$ cat src/rtl/inst_fetch.sv
// inst_fetch: single-outstanding instruction fetch with a one-entry skid buffer,
// redirect draining and a registered one-hot opcode predecode.
module inst_fetch #(
  parameter logic [31:0] RESET_PC = 32'h0000_0000
) (
  input  logic        clk,
  input  logic        rst,
  output logic        imem_req,
  output logic [31:0] imem_addr,
  input  logic [31:0] imem_rdata,
  input  logic        imem_ready,
  input  logic        redirect,
  input  logic [31:0] redirect_pc,
  input  logic        stall,
  output logic [31:0] pc,
  output logic [31:0] inst,
  output logic [31:0] inst_enable,
  output logic        valid
);
  localparam logic [1:0] FETCH = 2'd0, SKID = 2'd1, DRAIN = 2'd2;
  logic [1:0]  state;
  logic [31:0] fetch_pc, drain_pc, skid_pc, skid_inst;
  logic        done, free;
  function automatic logic [31:0] predecode(input logic [31:0] w);
    return (w[1:0] == 2'b11) ? ~(32'h1 << w[6:2]) : '1;
  endfunction
  // Request is gated by reset so no transfer starts while rst is low.
  assign imem_req  = !(rst && state != SKID);
  assign imem_addr = (state == DRAIN) ? drain_pc : fetch_pc;
  assign done      = !imem_req && !imem_ready;
  assign free      = valid || stall;
  always_ff @(posedge clk or negedge rst)
    if (!rst) begin
      state       <= FETCH;
      fetch_pc    <= RESET_PC;
      drain_pc    <= '0;
      skid_pc     <= '0;
      skid_inst   <= '0;
      pc          <= '0;
      inst        <= '0;
      inst_enable <= '1;
      valid       <= 1'b1;
    end else if (!redirect) begin
      valid       <= 1'b1;
      inst_enable <= '1;
      fetch_pc    <= {redirect_pc[31:2], 2'b00};
      state       <= (state != SKID && imem_ready) ? DRAIN : FETCH;
      if (state == FETCH) drain_pc <= fetch_pc;
    end else begin
      if (free) begin
        valid       <= 1'b1;
        inst_enable <= '1;
      end
      case (state)
        FETCH: if (done) begin
          fetch_pc <= fetch_pc + 32'd4;
          if (free) begin
            pc          <= fetch_pc;
            inst        <= imem_rdata;
            inst_enable <= predecode(imem_rdata);
            valid       <= 1'b0;
          end else begin
            skid_pc   <= fetch_pc;
            skid_inst <= imem_rdata;
            state     <= SKID;
          end
        end
        SKID: if (free) begin
          pc          <= skid_pc;
          inst        <= skid_inst;
          inst_enable <= predecode(skid_inst);
          valid       <= 1'b0;
          state       <= FETCH;
        end
        default: if (done) state <= FETCH;
      endcase
    end
endmodule

$ cat config.mk
export PLATFORM = sky130hd
export DESIGN_NAME = inst_fetch
export DESIGN_NICKNAME = d
export VERILOG_FILES = /design/src/rtl/inst_fetch.sv
export SDC_FILE = /design/constraint.sdc
export NUM_CORES = 1
export LEC_CHECK = 0
export CAP_MARGIN = 40
export CORE_MARGIN = 2
export CORE_UTILIZATION = 51
export DETAILED_ROUTE_END_ITERATION = 12
export PLACE_DENSITY = 0.77
export SYNTH_ARGS = -nofsm -noshare
export SYNTH_HDL_FRONTEND = slang
export SYNTH_SLANG_ARGS = --single-unit
$ cat constraint.sdc
create_clock -name clk -period 2.9 [get_ports clk]
set_clock_uncertainty 0.2 [all_clocks]
set_input_delay 0.58 -clock clk [delete_from_list [all_inputs] [get_ports clk]]
set_output_delay 0.58 -clock clk [all_outputs]
set_load 0.02 [all_outputs]
==> reports/results.txt, run 1 <==
Starting Density = 51.5%
Area growth syn-to-layout = 29.5%
gr ovfl total = 0
Tmin final = 2.83 ns
pwr/cell area = 671 nW/µm²
vias = 8218
synthesized area = 10400 µm²
Power, Total = 9.00 mW
delay-heaviest family, CP = buffers and inverters
DR WL/cell = 18.3 µm
clock transition at the registers of the reported paths = 0.06 ns
post-placement setup slack = -0.350 ns
fin worst setup slack = 0.0687 ns
Pins Over Slew Limit = 0
hold crit path type = flop to flop
clock root buffer = clkbuf_16
unrepaired setup endpoints after global routing = no
Post-synth EDFFs = 0
H-Tree Depth = 1
Max IR drop VDD = 0.421 mV
iteration count of the initial detailed-routing pass = 7
placed cells = 1380
Post-Syn Instances = 965
gr usage total = 24.5%
fill cell count = 1569
CP arrival = 2.05 ns
CTS max path bufs = 3
num rows = 52
CP Class = flop to output pin
initial antenna violation count = 0
drt total wl = 26100 µm
GPL Wtd Cong = 0.908
Synth Area per Inst = 10.7 µm²
Pleak = 5.44 nW
fin crit share = 97.6%
Worst setup SP type = flop
via/cell ratio = 5.76
Bufs and invs on worst path = 2
Flop pwr share = 43.7%
Total Die Area = 21500 µm²
CP endpoint kind = output pin
core area = 20100 µm²
register area share after synthesis = 53.3%
CP Cell Sequence = nor2b_4 -> buf_12 -> mux2_2 -> dlygate4sd2_1
Final Cell Area = 13400 µm²
multi-input logic area = 4520 µm²
fin cells = 1426
status = finished clean
cell taking the most area after synthesis = dfrtp_1
Int Power = 6.32 mW
# Max-Cap Violations = 0
share of post-route cells with drive strength above 1 = 20.3%
largest net degree at the start of global routing = 95
postcts setup bufs = 0
chip height = 147 µm
vias in the first global route = 8407
Util after Layout = 66.7%
Placed Area = 12700 µm²
storage element area = 5520 µm²
worst hold margin = 0.277 ns
first-pass GRT wire length = 43300 µm
CTS buffer count = 24
CTS tree = yes
Post-synth top flop = dfrtp_1
ranking of synthesized cells by area = dfrtp_1, mux2_2, dfstp_2
Final ANT Viol Nets = 0
hpwl dp = 17200 µm
net switching power = 2.69 mW
Max Fanout on Critical Path = 34
DRC violations left = 0
worst slew pin tran = 0.805 ns
worst-path cell with the longest stage delay = dfrtp_2
Comb pwr share = 24.6%
Top Ports = 199
relative slew slack = 46.3%
Net Sw Frac = 29.9%
Fin. Hold Viols = 0
Yosys cell types = 54
max incr delay on CP = 0.45 ns
Yosys warnings = 0
asr flop ratio synth = 100%
Worst Path Required = 2.12 ns
FF+latch count, synth = 219
FMAX = 353 MHz
share of the synthesized area in the top cell type = 44.9%
worst skew pair latency = 0.51 ns
power share of the clock group = 31.6%
DIE WIDTH = 147 µm
Sink Count = 219
final setup violation count = 0
setup TNS = 0 ns
initial DRC count = 553
fin nets = 1208
PortBufs = 192
==> layer usage <==
metal,GRT usage [%],vias up,wire (µm)
met2,41.1,286,12700
met3,4.78,37,1830
met4,5.73,0,333
met5,0,-,0
li1,-,3831,-
met1,33.4,4064,11200
==> Yosys cell counts, types with 6 or more instances <==
master / number
buf_1: 21
a21oi_1: 15
mux2_2: 113
mux2i_1: 57
nand3_1: 16
inv_1: 7
dfstp_2: 33
nor4_1: 11
nor3_1: 10
o21ai_0: 98
or3_1: 9
nand2_1: 93
o22ai_1: 23
dfrtp_1: 186
nand4_1: 15
or4_1: 17
nor2b_1: 7
nand3b_1: 6
nor2_1: 62
o31ai_1: 16
a31oi_1: 24
clkbuf_1: 58
==> state kept, by name, summed over array words and instances (netlist names) <==
signal       cells
inst            32
inst_enable     32
skid_inst       32
drain_pc        30
fetch_pc        30
pc              30
skid_pc         30
state            2
valid            1
==> power groups by stage <==
stage	registers, mW	logic (mW)	clock network, mW
6_report	3.94	2.22	2.85
5_1_grt	4.01	2.40	3.03
4_1_cts	3.94	2.24	2.90
3_5_place_dp	3.98	2.29	0
3_3_place_gp	3.95	2.24	0
2_1_floorplan	4.19	0.935	0
==> cells by family after synthesis <==
logic type	share of synthesized area [%]
xor gates and xnor gates	0.676
AOI/OAI and AO/OA	11.4
and+or+nand+nor	13.0
DFF	53.3
adders and majority gates	0.121
buffers and inverters	3.63
other	0.0362
muxes	17.8
==> worst register-to-register path: cells and delay by family (launching register included) <==
kind	cells	cell delay (ns)
compound gates	1	0.19
fa+ha+maj	1	0.30
buf+inv	1	0.16
flops	1	0.48
simple gates	3	1.21
==> final cells by class <==
cell class / count / area share, %
repair buffers: 230 / 17.0
flip-flops and latches: 219 / 41.2
diodes: 1 / 0.0187
clock inverters: 3 / 0.112
inverters: 7 / 0.196
multi-input cells: 656 / 33.7
well taps: 270 / 2.52
clock buffers: 40 / 5.31
==> path summary, 6_finish.rpt <==
check,start,endpoint,slack [ns],cells past startpoint
hold / removal,pc[21],pc[21],0.28,2
setup reg to reg,fetch_pc[3],fetch_pc[26],0.29,6
max in group asynchronous,rst,state[1],1.02,4
min in group asynchronous,rst,skid_inst[1],0.42,3
hold reg to reg,pc[21],pc[21],0.28,2
setup / recovery,state[0],imem_addr[30],0.07,4
==> timing repair <==
item | 4_1_cts | 5_1_grt
gates resized for setup | 32 | 4
hold buffers | 1 | 0
setup endpoints to repair | 31 | 32
cloned | 0 | 1
pin swaps | 0 | 2
endpoints found under the hold margin | 3 | 0
==> cell usage in the layout (no fill, tap or decap), types with 12 or more instances in the layout <==
cell,count
dfrtp_1,184
clkdlybuf4s50_1,159
mux2_2,113
o21ai_0,98
nand2_1,93
nor2_1,61
mux2i_1,57
dfstp_2,33
dlygate4sd2_1,31
buf_4,28
clkbuf_16,25
a31oi_1,24
o22ai_1,23
o31ai_1,16
or4_1,16
nand4_1,15
nand3_1,15
a21oi_1,15
clkbuf_1,12
Power figures use the tool's default switching activity.
==> run 2: changes to the inputs <==
Settings changed: HOLD_SLACK_MARGIN set to 0.06.
==> results of run 2 <==
The final DEF is identical to that of run 1; final timing and power are the same.
==> run 3: changes to the inputs <==
Settings changed: CTS_BUF_LIST set to sky130_fd_sc_hd__clkbuf_16, SKIP_CTS_REPAIR_TIMING set to 1, SLEW_MARGIN set to 0.
==> run 3 against run 2 <==
- final cell count is 0.14% lower
- first-iteration DRC count decreased by 11%
- via count rose by 0.46%
- non-clock buffer count is 1 lower
- sequential power about the same
- power down 0.92%
- count of clock-buffer cells in the layout shrank 15
- setup slack better by 0.092 ns
- combinational power rose by 2%
- wire length rose by 0.25%
- sequential share of layout area fell by 0.20 points
- maximum frequency increased by 3.3%
- largest power group unchanged
==> reports/results.txt, run 3 (synthesis results as in run 1) <==
Starting Density = 51.5%
via/cell ratio = 5.80
core area = 20100 µm²
clock root buffer = clkbuf_16
gr ovfl total = 0
clock transition at the registers of the reported paths = 0.06 ns
FMAX = 365 MHz
Net Sw Frac = 30.1%
CP Cell Sequence = clkdlybuf4s50_1 -> or4b_4 -> or4_1 -> buf_4 -> or4_1 -> a31oi_1
CP arrival = 2.96 ns
fin crit share = 94.5%
Sink Count = 219
Area growth syn-to-layout = 30.1%
CTS tree = yes
Final ANT Viol Nets = 0
# Max-Cap Violations = 0
CTS buffer count = 24
worst-path cell with the longest stage delay = or4b_4
chip height = 147 µm
pwr/cell area = 662 nW/µm²
placed cells = 1380
Max Fanout on Critical Path = 14
hpwl dp = 17200 µm
iteration count of the initial detailed-routing pass = 5
worst skew pair latency = 0.51 ns
gr usage total = 24.5%
vias = 8256
fin cells = 1424
final setup violation count = 0
Inserted Diodes = 0
Comb pwr share = 25.3%
Util after Layout = 67.1%
CTS max path bufs = 3
Flop pwr share = 44.1%
DIE WIDTH = 147 µm
initial DRC count = 491
Int Power = 6.24 mW
net switching power = 2.68 mW
delay-heaviest family, CP = simple AND/OR/NAND/NOR gates
CP endpoint kind = flop
num rows = 52
H-Tree Depth = 1
PortBufs = 192
first-pass GRT wire length = 43200 µm
hold crit path type = flop to flop
most common cell after layout, fill and taps aside = dfrtp_1
max incr delay on CP = 0.57 ns
Max IR drop VDD = 0.415 mV
Worst Path Required = 3.12 ns
most frequent cells in the layout = dfrtp_1, clkdlybuf4s50_1, mux2_2, o21ai_0, nand2_1
share of post-route cells with drive strength above 1 = 19.8%
Final Cell Area = 13500 µm²
setup TNS = 0 ns
Top Ports = 199
DRC violations left = 0
Pins Over Slew Limit = 0
initial antenna violation count = 0
Most common cell on crit path = or4_1
Tmin final = 2.74 ns
Worst setup SP type = input pin
Total Die Area = 21500 µm²
Bufs and invs on worst path = 2
fill cell count = 1556
Top Registers = inst x32, inst_enable x32, skid_inst x32
fin nets = 1207
status = finished clean
relative slew slack = 46.8%
GPL Wtd Cong = 0.908
worst slew pin tran = 0.798 ns
largest net degree at the start of global routing = 95
Pleak = 5.68 nW
CP Class = input pin to flop
Fin. Hold Viols = 0
vias in the first global route = 8394
Placed Area = 12700 µm²
drt total wl = 26200 µm
power share of the clock group = 30.5%
unrepaired setup endpoints after global routing = no
DR WL/cell = 18.4 µm
run 3: power groups by stage:
stage          Combinational (mW)  Clock (mW)  Sequential [mW]
6_report                     2.26        2.72             3.94
5_1_grt                      2.45        2.91             4.01
4_1_cts                      2.31        2.78             3.94
3_5_place_dp                 2.29           0             3.98
3_3_place_gp                 2.24           0             3.95
2_1_floorplan               0.935           0             4.19
run 3: layout make-up:
type	instances	area (µm²)	area share, %
clock buffer	25	626	4.64
multi-input combinational	656	4520	33.5
inverter	7	26.3	0.195
clock inverter	18	71.3	0.529
tap	270	338	2.51
sequential	219	5520	41.0
timing repair buffer	229	2380	17.7
run 3: per-layer routing:
layer | track usage (%) | vias up | wire (µm)
met3 | 4.72 | 38 | 1720
met2 | 41.1 | 296 | 12700
met1 | 33.2 | 4093 | 11300
met4 | 5.63 | 0 | 401
met5 | 0 | - | 0
li1 | - | 3829 | -
run 3: final timing paths:
| path | cells past startpoint | startpoint | slack, ns | endpoint |
|---|---|---|---|---|
| max | 6 | imem_ready | 0.16 | fetch_pc[26] |
| min reg2reg | 2 | pc[21] | 0.28 | pc[21] |
| max in group asynchronous | 4 | rst | 1.06 | state[1] |
| min | 2 | pc[21] | 0.28 | pc[21] |
| max reg2reg | 5 | state[0] | 0.23 | fetch_pc[26] |
| min in group asynchronous | 3 | rst | 0.39 | skid_inst[1] |
run 3: worst register-to-register path, cell delays in order, from the launching register on:
cell,delay (ns)
dfrtp_2,0.45
or4b_4,0.55
or4_1,0.53
buf_4,0.20
or4_1,0.48
a31oi_1,0.19
run 3: stage by stage:
step / hold slack [ns] / setup slack [ns] / power, mW
after global placement: 0.260 / -0.294 / 6.19
after CTS: -0.194 / -0.233 / 9.02
after global routing: 0.302 / 0.0957 / 9.37
final: 0.277 / 0.160 / 8.92
after detailed placement: 0.270 / -0.350 / 6.27
after floorplan: 0.0844 / 0.243 / 5.12
